$ cat config.mk
export PLATFORM = sky130hd
export DESIGN_NAME = snn_current_scheduler_flat
export DESIGN_NICKNAME = d
export VERILOG_FILES = /design/src/rtl/snn_current_scheduler_if.sv /design/src/rtl/snn_current_scheduler.sv /design/src/flat_wrapper.sv
export SDC_FILE = /design/constraint.sdc
export NUM_CORES = 1
export LEC_CHECK = 0
export BUFFER_PORTS_ARGS = -buffer_cell sky130_fd_sc_hd__buf_2
export CAP_MARGIN = 20
export CELL_PAD_IN_SITES_DETAIL_PLACEMENT = 0
export CELL_PAD_IN_SITES_GLOBAL_PLACEMENT = 1
export CORE_MARGIN = 5
export CORE_UTILIZATION = 40
export CTS_CLUSTER_SIZE = 16
export DETAILED_ROUTE_END_ITERATION = 12
export PLACE_DENSITY_LB_ADDON = 0.1
export SYNTH_ARGS = -nofsm -noshare
export SYNTH_HDL_FRONTEND = slang
export SYNTH_SLANG_ARGS = --single-unit
$ cat constraint.sdc
create_clock -name clk -period 3.7 [get_ports clk]
set_input_delay 0.185 -clock clk [delete_from_list [all_inputs] [get_ports clk]]
set_output_delay 0.185 -clock clk [all_outputs]
set_load 0.01 [all_outputs]
$ cat src/rtl/snn_current_scheduler_if.sv
// snn_current_scheduler_if: start/spike input, weight memory, shared calculator and current store signals.
// master = scheduler side, slave = surrounding layer (source, memory, calculator, store).
interface snn_current_scheduler_if #(
    parameter int IDX_W = 4
);
    logic             start;
    logic [7:0]       input_spikes;
    logic             w_re;
    logic [IDX_W-1:0] w_addr;
    logic [15:0]      w_data;
    logic [7:0]       calc_spikes;
    logic [15:0]      calc_weights;
    logic [4:0]       calc_current;
    logic             cur_we;
    logic [IDX_W-1:0] cur_addr;
    logic [4:0]       cur_data;
    logic             busy;
    logic             done;

    modport master (
        input  start, input_spikes, w_data, calc_current,
        output w_re, w_addr, calc_spikes, calc_weights, cur_we, cur_addr, cur_data, busy, done
    );

    modport slave (
        output start, input_spikes, w_data, calc_current,
        input  w_re, w_addr, calc_spikes, calc_weights, cur_we, cur_addr, cur_data, busy, done
    );
endinterface

$ cat src/rtl/snn_current_scheduler.sv
// snn_current_scheduler: sequences one shared weighted-sum calculator over N_NEURONS neurons.
// Optional SKIP_SILENT_EN: an all-zero spike vector writes zero currents at one neuron per cycle.
module snn_current_scheduler #(
    parameter int N_NEURONS = 8,
    parameter int IDX_W     = 4
) (
    input logic clk,
    input logic rst_n,
    snn_current_scheduler_if.master bus
);
`ifdef SKIP_SILENT_EN
    typedef enum logic [2:0] {IDLE, FETCH, WAIT, CALC, ZERO} state_t;
`else
    typedef enum logic [1:0] {IDLE, FETCH, WAIT, CALC} state_t;
`endif

    localparam logic [IDX_W-1:0] LAST = IDX_W'(N_NEURONS - 1);

    state_t           state;
    logic [IDX_W-1:0] idx;
    logic [7:0]       spike_reg;
    logic             last;

    assign last            = idx == LAST;
    assign bus.w_re        = state == FETCH;
    assign bus.w_addr      = idx;
    assign bus.calc_spikes = spike_reg;

    always_ff @(posedge clk or negedge rst_n) begin
        if (!rst_n) begin
            state            <= IDLE;
            idx              <= '0;
            spike_reg        <= '0;
            bus.calc_weights <= '0;
            bus.cur_we       <= 1'b0;
            bus.cur_addr     <= '0;
            bus.cur_data     <= '0;
            bus.busy         <= 1'b0;
            bus.done         <= 1'b0;
        end else begin
            bus.cur_we <= 1'b0;
            bus.done   <= 1'b0;
            case (state)
                IDLE: if (bus.start) begin
                    spike_reg <= bus.input_spikes;
                    idx       <= '0;
                    bus.busy  <= 1'b1;
`ifdef SKIP_SILENT_EN
                    state     <= (bus.input_spikes == 8'h00) ? ZERO : FETCH;
`else
                    state     <= FETCH;
`endif
                end
                FETCH: state <= WAIT;
                WAIT: begin
                    bus.calc_weights <= bus.w_data;
                    state            <= CALC;
                end
                CALC: begin
                    bus.cur_we   <= 1'b1;
                    bus.cur_addr <= idx;
                    bus.cur_data <= bus.calc_current;
                    if (last) begin
                        bus.done <= 1'b1;
                        bus.busy <= 1'b0;
                        state    <= IDLE;
                    end else begin
                        idx   <= idx + 1'b1;
                        state <= FETCH;
                    end
                end
`ifdef SKIP_SILENT_EN
                // Silent input: every neuron's current is zero, no weight fetch needed.
                ZERO: begin
                    bus.cur_we   <= 1'b1;
                    bus.cur_addr <= idx;
                    bus.cur_data <= '0;
                    if (last) begin
                        bus.done <= 1'b1;
                        bus.busy <= 1'b0;
                        state    <= IDLE;
                    end else begin
                        idx <= idx + 1'b1;
                    end
                end
`endif
                default: state <= IDLE;
            endcase
        end
    end
endmodule

$ cat src/flat_wrapper.sv
// flat-port wrapper written by rule: the top's interface ports become plain ports
module snn_current_scheduler_flat 
#(
    parameter int N_NEURONS = 8,
    parameter int IDX_W     = 4
)
  (clk, rst_n, bus_start, bus_input_spikes, bus_w_data, bus_calc_current, bus_w_re, bus_w_addr, bus_calc_spikes, bus_calc_weights, bus_cur_we, bus_cur_addr, bus_cur_data, bus_busy, bus_done);
  snn_current_scheduler_if #(.IDX_W(IDX_W)) bus_i ();
  input logic clk;
  input logic rst_n;
  input wire logic [$bits(bus_i.start)-1:0] bus_start;
  input wire logic [$bits(bus_i.input_spikes)-1:0] bus_input_spikes;
  input wire logic [$bits(bus_i.w_data)-1:0] bus_w_data;
  input wire logic [$bits(bus_i.calc_current)-1:0] bus_calc_current;
  output wire logic [$bits(bus_i.w_re)-1:0] bus_w_re;
  output wire logic [$bits(bus_i.w_addr)-1:0] bus_w_addr;
  output wire logic [$bits(bus_i.calc_spikes)-1:0] bus_calc_spikes;
  output wire logic [$bits(bus_i.calc_weights)-1:0] bus_calc_weights;
  output wire logic [$bits(bus_i.cur_we)-1:0] bus_cur_we;
  output wire logic [$bits(bus_i.cur_addr)-1:0] bus_cur_addr;
  output wire logic [$bits(bus_i.cur_data)-1:0] bus_cur_data;
  output wire logic [$bits(bus_i.busy)-1:0] bus_busy;
  output wire logic [$bits(bus_i.done)-1:0] bus_done;
  assign bus_i.start = bus_start;
  assign bus_i.input_spikes = bus_input_spikes;
  assign bus_i.w_data = bus_w_data;
  assign bus_i.calc_current = bus_calc_current;
  assign bus_w_re = bus_i.w_re;
  assign bus_w_addr = bus_i.w_addr;
  assign bus_calc_spikes = bus_i.calc_spikes;
  assign bus_calc_weights = bus_i.calc_weights;
  assign bus_cur_we = bus_i.cur_we;
  assign bus_cur_addr = bus_i.cur_addr;
  assign bus_cur_data = bus_i.cur_data;
  assign bus_busy = bus_i.busy;
  assign bus_done = bus_i.done;
  snn_current_scheduler #(.N_NEURONS(N_NEURONS), .IDX_W(IDX_W)) u_core (.clk(clk), .rst_n(rst_n), .bus(bus_i));
endmodule
==> results of run 1 <==
-- cell type report --
cell class                 instances  share of cell area
tap                               52              0.0291
timing repair buffer              72               0.161
clock buffer                       6              0.0370
clock inverter                     2             0.00561
inverter                           3             0.00504
sequential                        42               0.471
multi-input combinational         73               0.291
-- cells by family after synthesis --
group	synth area share
DFF	0.596
muxes	0.210
and+or+nand+nor	0.0759
AOI/OAI and AO/OA	0.0397
buffers and inverters	0.0362
adders and majority gates	0.0426
-- cells in the final DEF, fill, tap and decap left out, types with 2 or more instances in the layout --
| cell type | n |
|---|---|
| sky130_fd_sc_hd__inv_1 | 3 |
| sky130_fd_sc_hd__dfrtp_1 | 42 |
| sky130_fd_sc_hd__mux2_2 | 32 |
| sky130_fd_sc_hd__nand3_1 | 5 |
| sky130_fd_sc_hd__buf_2 | 72 |
| sky130_fd_sc_hd__ha_1 | 6 |
| sky130_fd_sc_hd__clkbuf_8 | 6 |
| sky130_fd_sc_hd__nand2_1 | 9 |
| sky130_fd_sc_hd__o21ai_0 | 2 |
| sky130_fd_sc_hd__nor2_1 | 2 |
| sky130_fd_sc_hd__nand4_1 | 2 |
-- sequential cells by signal (all words and copies together), names as in the netlist --
signal                   flops
u_core.bus.calc_weights     16
u_core.bus.cur_we            1
u_core.bus.done              1
u_core.bus.w_addr            4
u_core.bus.cur_data          5
u_core.bus.busy              1
u_core.bus.calc_spikes       8
u_core.bus.cur_addr          4
u_core.state                 2
-- per-layer routing --
layer  routed length, um  vias up  global-route usage  share of wire
met1                1460      580               0.150           0.41
met3                 286        2              0.0426          0.080
met2                1820       45               0.228           0.51
li1                    -      578                   -              -
met4                  16        0              0.0420         0.0045
met5                   0        -                   0              0
-- worst min-delay path by stage --
stage | start | to | slack (ns) | cells past startpoint
floorplan | rst_n | u_core.bus.busy | -0.11 | 0
global placement | rst_n | u_core.bus.calc_weights[14] | 0.36 | 1
detailed placement | rst_n | u_core.bus.calc_weights[12] | 0.38 | 1
CTS | rst_n | u_core.bus.done | 0.06 | 1
global route | bus_w_data[10] | u_core.bus.calc_weights[10] | 0.11 | 2
finish | rst_n | u_core.bus.calc_weights[12] | 0.03 | 1
-- power by group through the flow --
stage / sequential [mW] / combinational (mW) / clock (mW)
2_1_floorplan: 0.905 / 0.490 / 0
3_3_place_gp: 0.804 / 0.851 / 0
3_5_place_dp: 0.814 / 0.870 / 0
4_1_cts: 0.805 / 0.871 / 0.321
5_1_grt: 0.836 / 0.942 / 0.339
6_report: 0.801 / 0.850 / 0.306
==> summary.txt, run 1 <==
STA
-------------------------------------------------------------------------------------
Final count of negative-setup-slack endpoints                                       0
Worst-Margin Slew                                                            0.925 ns
Worst Slack Setup Final                                                       1.95 ns
Worst hold slack                                                            0.0305 ns
Worst Clk Skew                                                             0.00326 ns
Pins over their slew limit                                                          0
RSZ-0062 raised after global routing                                            false
Final count of hold timing violations                                               0
Fin Setup TNS                                                                    0 ns
Fmax                                                                          572 MHz
Final period util                                                               0.472
Post-layout minimum cycle time                                                1.75 ns
Slew HR                                                                         0.383

CRITICAL PATH
-------------------------------------------------------------------------------------
Kind of critical path                                                    register to register
Origin of the critical flop-to-flop path                                 u_core.state[0]
Cell Chain, Critical Path                                                inv_1 -> ha_1 -> mux2_2
Cell family with the largest share of critical-path delay                 adder cells
Flop-to-flop setup slack                                                      1.95 ns
Critical Path Slowest Stage Cell                                         sky130_fd_sc_hd__ha_1
Kind of capture point of the worst setup path                                register
Number of cell instances on the worst register-to-register path                     3
Number of logic stages on the critical path including buffering                     3
CP Data Required Time                                                         3.87 ns
Critical path arrival                                                         1.92 ns
Type of element launching the critical path                                  register
Max FO, Critical Path                                                              16
Number of buffers and inverters on the critical path                                1
FF-to-FF End                                                             u_core.bus.calc_weights[14]
CP Capture Point                                                         u_core.bus.calc_weights[14]
Worst stage delay on the critical path                                        0.64 ns
Timing startpoint of the critical path                                   u_core.state[0]

DIE
-------------------------------------------------------------------------------------
Die Width                                                                     76.4 um
Placement Rows                                                                     24
Effective utilization at floorplan                                              0.408
Vert. Die Dim                                                                 76.4 um
I/O Pins                                                                           73
Placeable Area                                                               4320 um2
Die Area                                                                     5840 um2

PWR
-------------------------------------------------------------------------------------
Internal portion of total power                                               1.26 mW
Peak supply drop                                                               311 uV
Clock network power share                                                       0.157
Switching power share of the total                                              0.355
Sequential fraction of design power                                             0.409
P per Cell Area                                                            877 nW/um2
Switching power summed over all nets                                         0.695 mW
Total chip power                                                              1.96 mW
Static leakage                                                                1.11 nW
Share of total power in combinational logic                                     0.434

SYNTHESIS
-------------------------------------------------------------------------------------
Synth top area share                                                            0.596
Synth Instances                                                                   123
Synth Net Count                                                                   161
Mean area per synthesized cell                                               14.3 um2
Share of synthesized flip-flops with an asynchronous set or reset                1.00
Post-synthesis cell type count                                                     26
EDFF count, synth                                                                   0
Count of state elements after synthesis                                            42
Count of warnings emitted by yosys                                                  0
List of most frequent post-synthesis cells                               sky130_fd_sc_hd__dfrtp_1, sky130_fd_sc_hd__mux2_2, sky130_fd_sc_hd__nand2_1, sky130_fd_sc_hd__ha_1, sky130_fd_sc_hd__nand3_1
Most frequent cell after synthesis                                       sky130_fd_sc_hd__dfrtp_1
Most used DFF post-synth                                                 sky130_fd_sc_hd__dfrtp_1
Largest cells by area after synthesis                                    sky130_fd_sc_hd__dfrtp_1, sky130_fd_sc_hd__mux2_2, sky130_fd_sc_hd__ha_1
Sequential share of the synthesized area                                        0.596
Biggest area consumer among synthesized cells                            sky130_fd_sc_hd__dfrtp_1
Synth Cell Area                                                              1760 um2

CTS
-------------------------------------------------------------------------------------
Setup Buffers After CTS                                                             0
Cell at the root of the clock tree                                       sky130_fd_sc_hd__clkbuf_8
Number of H-tree levels                                                             2
Clock-pin slew of the registers on the worst-case setup and hold paths        0.08 ns
CTS Hold Buffers Added                                                              0
Clock tree buffer depth                                                             2
Number of clock buffers inserted by TritonCTS                                       5
Sinks on Clock Net                                                                 42
CTS resizes                                                                         0
Clock tree from TritonCTS                                                         yes
Clock Latency Late Sink                                                       0.29 ns

ROUTE
-------------------------------------------------------------------------------------
Via count normalized by instance count                                           4.82
Number of DRC markers in iteration 0                                               44
Via count                                                                        1205
Avg WL per Cell                                                               14.3 um
Detail Route Antenna Nets                                                           0
Drt pass-1 iters                                                                    4
Post-Route WL                                                                 3.58 mm
Remaining routing DRC violations                                                    0

PLACED DESIGN
-------------------------------------------------------------------------------------
Total placed instance area                                                   2140 um2
Gp weighted congestion                                                          0.754
Port-buffer cells                                                                  72
Total instance count after detailed placement                                     242
Post-DP HPWL                                                                  2.68 mm
Place WS                                                                      1.92 ns

LAYOUT
-------------------------------------------------------------------------------------
Final core area utilization                                                     0.516
Share of cells above drive strength 1                                           0.586
Combined flip-flop and latch cell area                                       1050 um2
Final std cells w/o fill                                                          250
Area used by multi-input combinational logic                                  649 um2
Area overhead of the layout relative to synthesis                               26.5%
Ant. Diodes                                                                         0
Final design instance area without fill                                      2230 um2
Total Nets Final                                                                  235
Filler Cell Count                                                                 395

RUN STATUS
-------------------------------------------------------------------------------------
Outcome                                                                     completed

GLOBAL ROUTE
-------------------------------------------------------------------------------------
Global-route wire length before repair                                        6.30 mm
Overall overflow remaining after global route                                       0
Via count of the first global-routing pass                                       1350
Gr usage total                                                                  0.130
Maximum number of pins on one net before global-route repair                       43
Antenna violations before repair                                                    0

HOLD PATH
-------------------------------------------------------------------------------------
Hold Path Class                                                          input pin to async pin

JOB
-------------------------------------------------------------------------------------
Number of max-cap violations                                                        0

Power figures use the tool's default switching activity.
==> run 2: changes to the inputs <==
--- a/config.mk
+++ b/config.mk
@@ -10,7 +10,7 @@
 export CELL_PAD_IN_SITES_DETAIL_PLACEMENT = 0
 export CELL_PAD_IN_SITES_GLOBAL_PLACEMENT = 1
 export CORE_MARGIN = 5
-export CORE_UTILIZATION = 40
+export CORE_UTILIZATION = 37
 export CTS_CLUSTER_SIZE = 16
 export DETAILED_ROUTE_END_ITERATION = 12
 export PLACE_DENSITY_LB_ADDON = 0.1
==> constraint.sdc (replaced) <==
create_clock -name clk -period 1.7 [get_ports clk]
set_input_delay 0.085 -clock clk [delete_from_list [all_inputs] [get_ports clk]]
set_output_delay 0.085 -clock clk [all_outputs]
set_load 0.01 [all_outputs]
==> summary.txt, run 2 (synthesized netlist as in run 1, its figures left out) <==
ROUTE
-------------------------------------------------------------------------------------
Via count                                                                        1241   was 1205
Number of DRC markers in iteration 0                                               34   was 44
Remaining routing DRC violations                                                    0   unchanged
Avg WL per Cell                                                               14.3 um   about the same
Detail Route Antenna Nets                                                           0   unchanged
Via count normalized by instance count                                           4.83   was 4.82
Post-Route WL                                                                 3.68 mm   was 3.58 mm
Drt pass-1 iters                                                                    3   was 4

STA
-------------------------------------------------------------------------------------
Worst-Margin Slew                                                            0.641 ns   was 0.925 ns
Fmax                                                                          638 MHz   was 572 MHz
RSZ-0062 raised after global routing                                            false   unchanged
Worst Slack Setup Final                                                      0.132 ns   was 1.95 ns
Slew HR                                                                         0.572   was 0.383
Final period util                                                               0.922   was 0.472
Post-layout minimum cycle time                                                1.57 ns   was 1.75 ns
Fin Setup TNS                                                                    0 ns   unchanged
Worst Clk Skew                                                             0.00777 ns   was 0.00326 ns
Final count of negative-setup-slack endpoints                                       0   unchanged
Final count of hold timing violations                                               0   unchanged
Pins over their slew limit                                                          0   unchanged

CRITICAL PATH
-------------------------------------------------------------------------------------
Cell family with the largest share of critical-path delay                  flip-flops   was adder cells
Kind of capture point of the worst setup path                                register   unchanged
Cell Chain, Critical Path                                                inv_1 -> ha_1 -> nand2b_1 -> a21oi_2 -> o21ai_1   was inv_1 -> ha_1 -> mux2_2
CP Data Required Time                                                         1.88 ns   was 3.87 ns
Type of element launching the critical path                                  register   unchanged
Critical path arrival                                                         1.74 ns   was 1.92 ns
Max FO, Critical Path                                                               9   was 16
Worst stage delay on the critical path                                        0.41 ns   was 0.64 ns
Critical Path Slowest Stage Cell                                         sky130_fd_sc_hd__dfrtp_1   was sky130_fd_sc_hd__ha_1
Kind of critical path                                                    register to register   unchanged
Number of buffers and inverters on the critical path                                1   unchanged

GLOBAL ROUTE
-------------------------------------------------------------------------------------
Global-route wire length before repair                                        6.00 mm   was 6.30 mm
Overall overflow remaining after global route                                       0   unchanged
Met2 Resource Use GR                                                            0.205   was 0.228
Via count of the first global-routing pass                                       1262   was 1350
Met3 routing resource usage after global routing                               0.0476   was 0.0426
Most crowded layer after global routing                                          met2   unchanged
Met1 usage in global routing                                                    0.147   was 0.150
Maximum number of pins on one net before global-route repair                       30   was 43
Antenna violations before repair                                                    0   unchanged
Gr usage total                                                                  0.123   was 0.130

LAYOUT
-------------------------------------------------------------------------------------
Leading cell types in the layout, fill and taps excluded                 sky130_fd_sc_hd__buf_2, sky130_fd_sc_hd__dfrtp_1, sky130_fd_sc_hd__mux2_2   unchanged
Ant. Diodes                                                                         0   unchanged
Share of cells above drive strength 1                                           0.586   about the same
Area used by multi-input combinational logic                                  649 um2   unchanged
Commonest non-fill, non-tap cell in the layout                           sky130_fd_sc_hd__buf_2   unchanged
Number of flip-flops in the largest register                                       16   unchanged
Area overhead of the layout relative to synthesis                               28.7%   was 26.5%
Combined flip-flop and latch cell area                                       1050 um2   unchanged
Filler Cell Count                                                                 441   was 395
Register name with the most flops                                        u_core.bus.calc_weights   unchanged
Total Nets Final                                                                  240   was 235

DIE
-------------------------------------------------------------------------------------
Placement Rows                                                                     25   was 24
Placeable Area                                                               4660 um2   was 4320 um2
Vert. Die Dim                                                                 79.1 um   was 76.4 um
Die Width                                                                     79.1 um   was 76.4 um
Die Area                                                                     6250 um2   was 5840 um2
I/O Pins                                                                           73   unchanged
Effective utilization at floorplan                                              0.379   was 0.408

PWR
-------------------------------------------------------------------------------------
P per Cell Area                                                           1880 nW/um2   was 877 nW/um2
Static leakage                                                                1.13 nW   was 1.11 nW
Peak supply drop                                                               622 uV   was 311 uV

CTS
-------------------------------------------------------------------------------------
Number of clock buffers inserted by TritonCTS                                       5   unchanged
Number of H-tree levels                                                             2   unchanged
Setup Buffers After CTS                                                             0   unchanged
Clock tree from TritonCTS                                                         yes   unchanged
Clock-pin slew of the registers on the worst-case setup and hold paths        0.08 ns   about the same
CTS resizes                                                                         0   unchanged
Clock tree buffer depth                                                             2   unchanged
CTS Hold Buffers Added                                                              1   was 0
Clock Latency Late Sink                                                       0.29 ns   about the same
Cell at the root of the clock tree                                       sky130_fd_sc_hd__clkbuf_8   unchanged
Sinks on Clock Net                                                                 42   unchanged

RUN STATUS
-------------------------------------------------------------------------------------
Outcome                                                                     completed   unchanged

PLACED DESIGN
-------------------------------------------------------------------------------------
Port-buffer cells                                                                  72   unchanged
Gp weighted congestion                                                          0.742   was 0.754
Post-DP HPWL                                                                  2.90 mm   was 2.68 mm
Place WS                                                                     0.166 ns   was 1.92 ns

HOLD PATH
-------------------------------------------------------------------------------------
Hold Path Class                                                          input pin to register   was input pin to async pin

JOB
-------------------------------------------------------------------------------------
Number of max-cap violations                                                        0   unchanged

run 2: cell count changes in the layout (fill, tap and decap cells not counted), sizes merged:
cell	previous run	this run
buf	72	76
clkbuf	6	7
clkinvlp	1	0
dlygate4sd3	0	1
run 2: layout make-up:
class,count,share of cell area
clock buffer,7,0.0380
timing repair buffer,77,0.176
inverter,3,0.00496
clock inverter,1,0.00220
sequential,42,0.463
multi-input combinational,73,0.286
tap,54,0.0298
run 2: where the power goes:
part	internal (mW)	switching, mW
sequential	1.48	0.264
combinational	0.965	0.932
clock	0.327	0.314
total	2.77	1.51
run 2: metrics by stage:
step / area (um2) / instances / total power, mW / util / hold slack (ns)
2_1_floorplan: 1760 / 123 / 3.04 / - / -0.211
3_3_place_gp: 2170 / 248 / 3.64 / 0.466 / 0.138
3_5_place_dp: 2170 / 248 / 3.71 / 0.466 / 0.152
4_1_cts: 2270 / 257 / 4.36 / 0.487 / 0.0170
5_1_grt: 2270 / 257 / 4.60 / 0.487 / 0.0119
6_report: 2270 / 257 / 4.28 / 0.487 / 0.0257
run 2: final timing paths:
kind / from / end / slack (ns) / cells after the start
worst max-delay path: u_core.state[0] / u_core.bus.w_addr[2] / 0.13 / 5
worst min-delay path: bus_w_data[0] / u_core.bus.calc_weights[0] / 0.03 / 2
worst max register to register: u_core.state[0] / u_core.bus.w_addr[2] / 0.13 / 5
worst min register to register: u_core.bus.cur_addr[1] / u_core.bus.cur_addr[1] / 0.50 / 1
max in group asynchronous: rst_n / u_core.bus.cur_addr[2] / 0.77 / 3
min in group asynchronous: rst_n / u_core.bus.calc_weights[0] / 0.35 / 2
run 2: worst reg2reg max path, cell delays in order (launching register included):
cell and delay (ns):
sky130_fd_sc_hd__dfrtp_1 0.41, sky130_fd_sc_hd__inv_1 0.16, sky130_fd_sc_hd__ha_1 0.31, sky130_fd_sc_hd__nand2b_1 0.28, sky130_fd_sc_hd__a21oi_2 0.22, sky130_fd_sc_hd__o21ai_1 0.08
run 2: routing by layer:
| metal | share of wire | wire [um] | vias to the layer above |
|---|---|---|---|
| li1 | - | - | 591 |
| met1 | 0.42 | 1550 | 607 |
| met2 | 0.49 | 1810 | 38 |
| met3 | 0.076 | 280 | 5 |
| met4 | 0.012 | 44 | 0 |
| met5 | 0 | 0 | - |
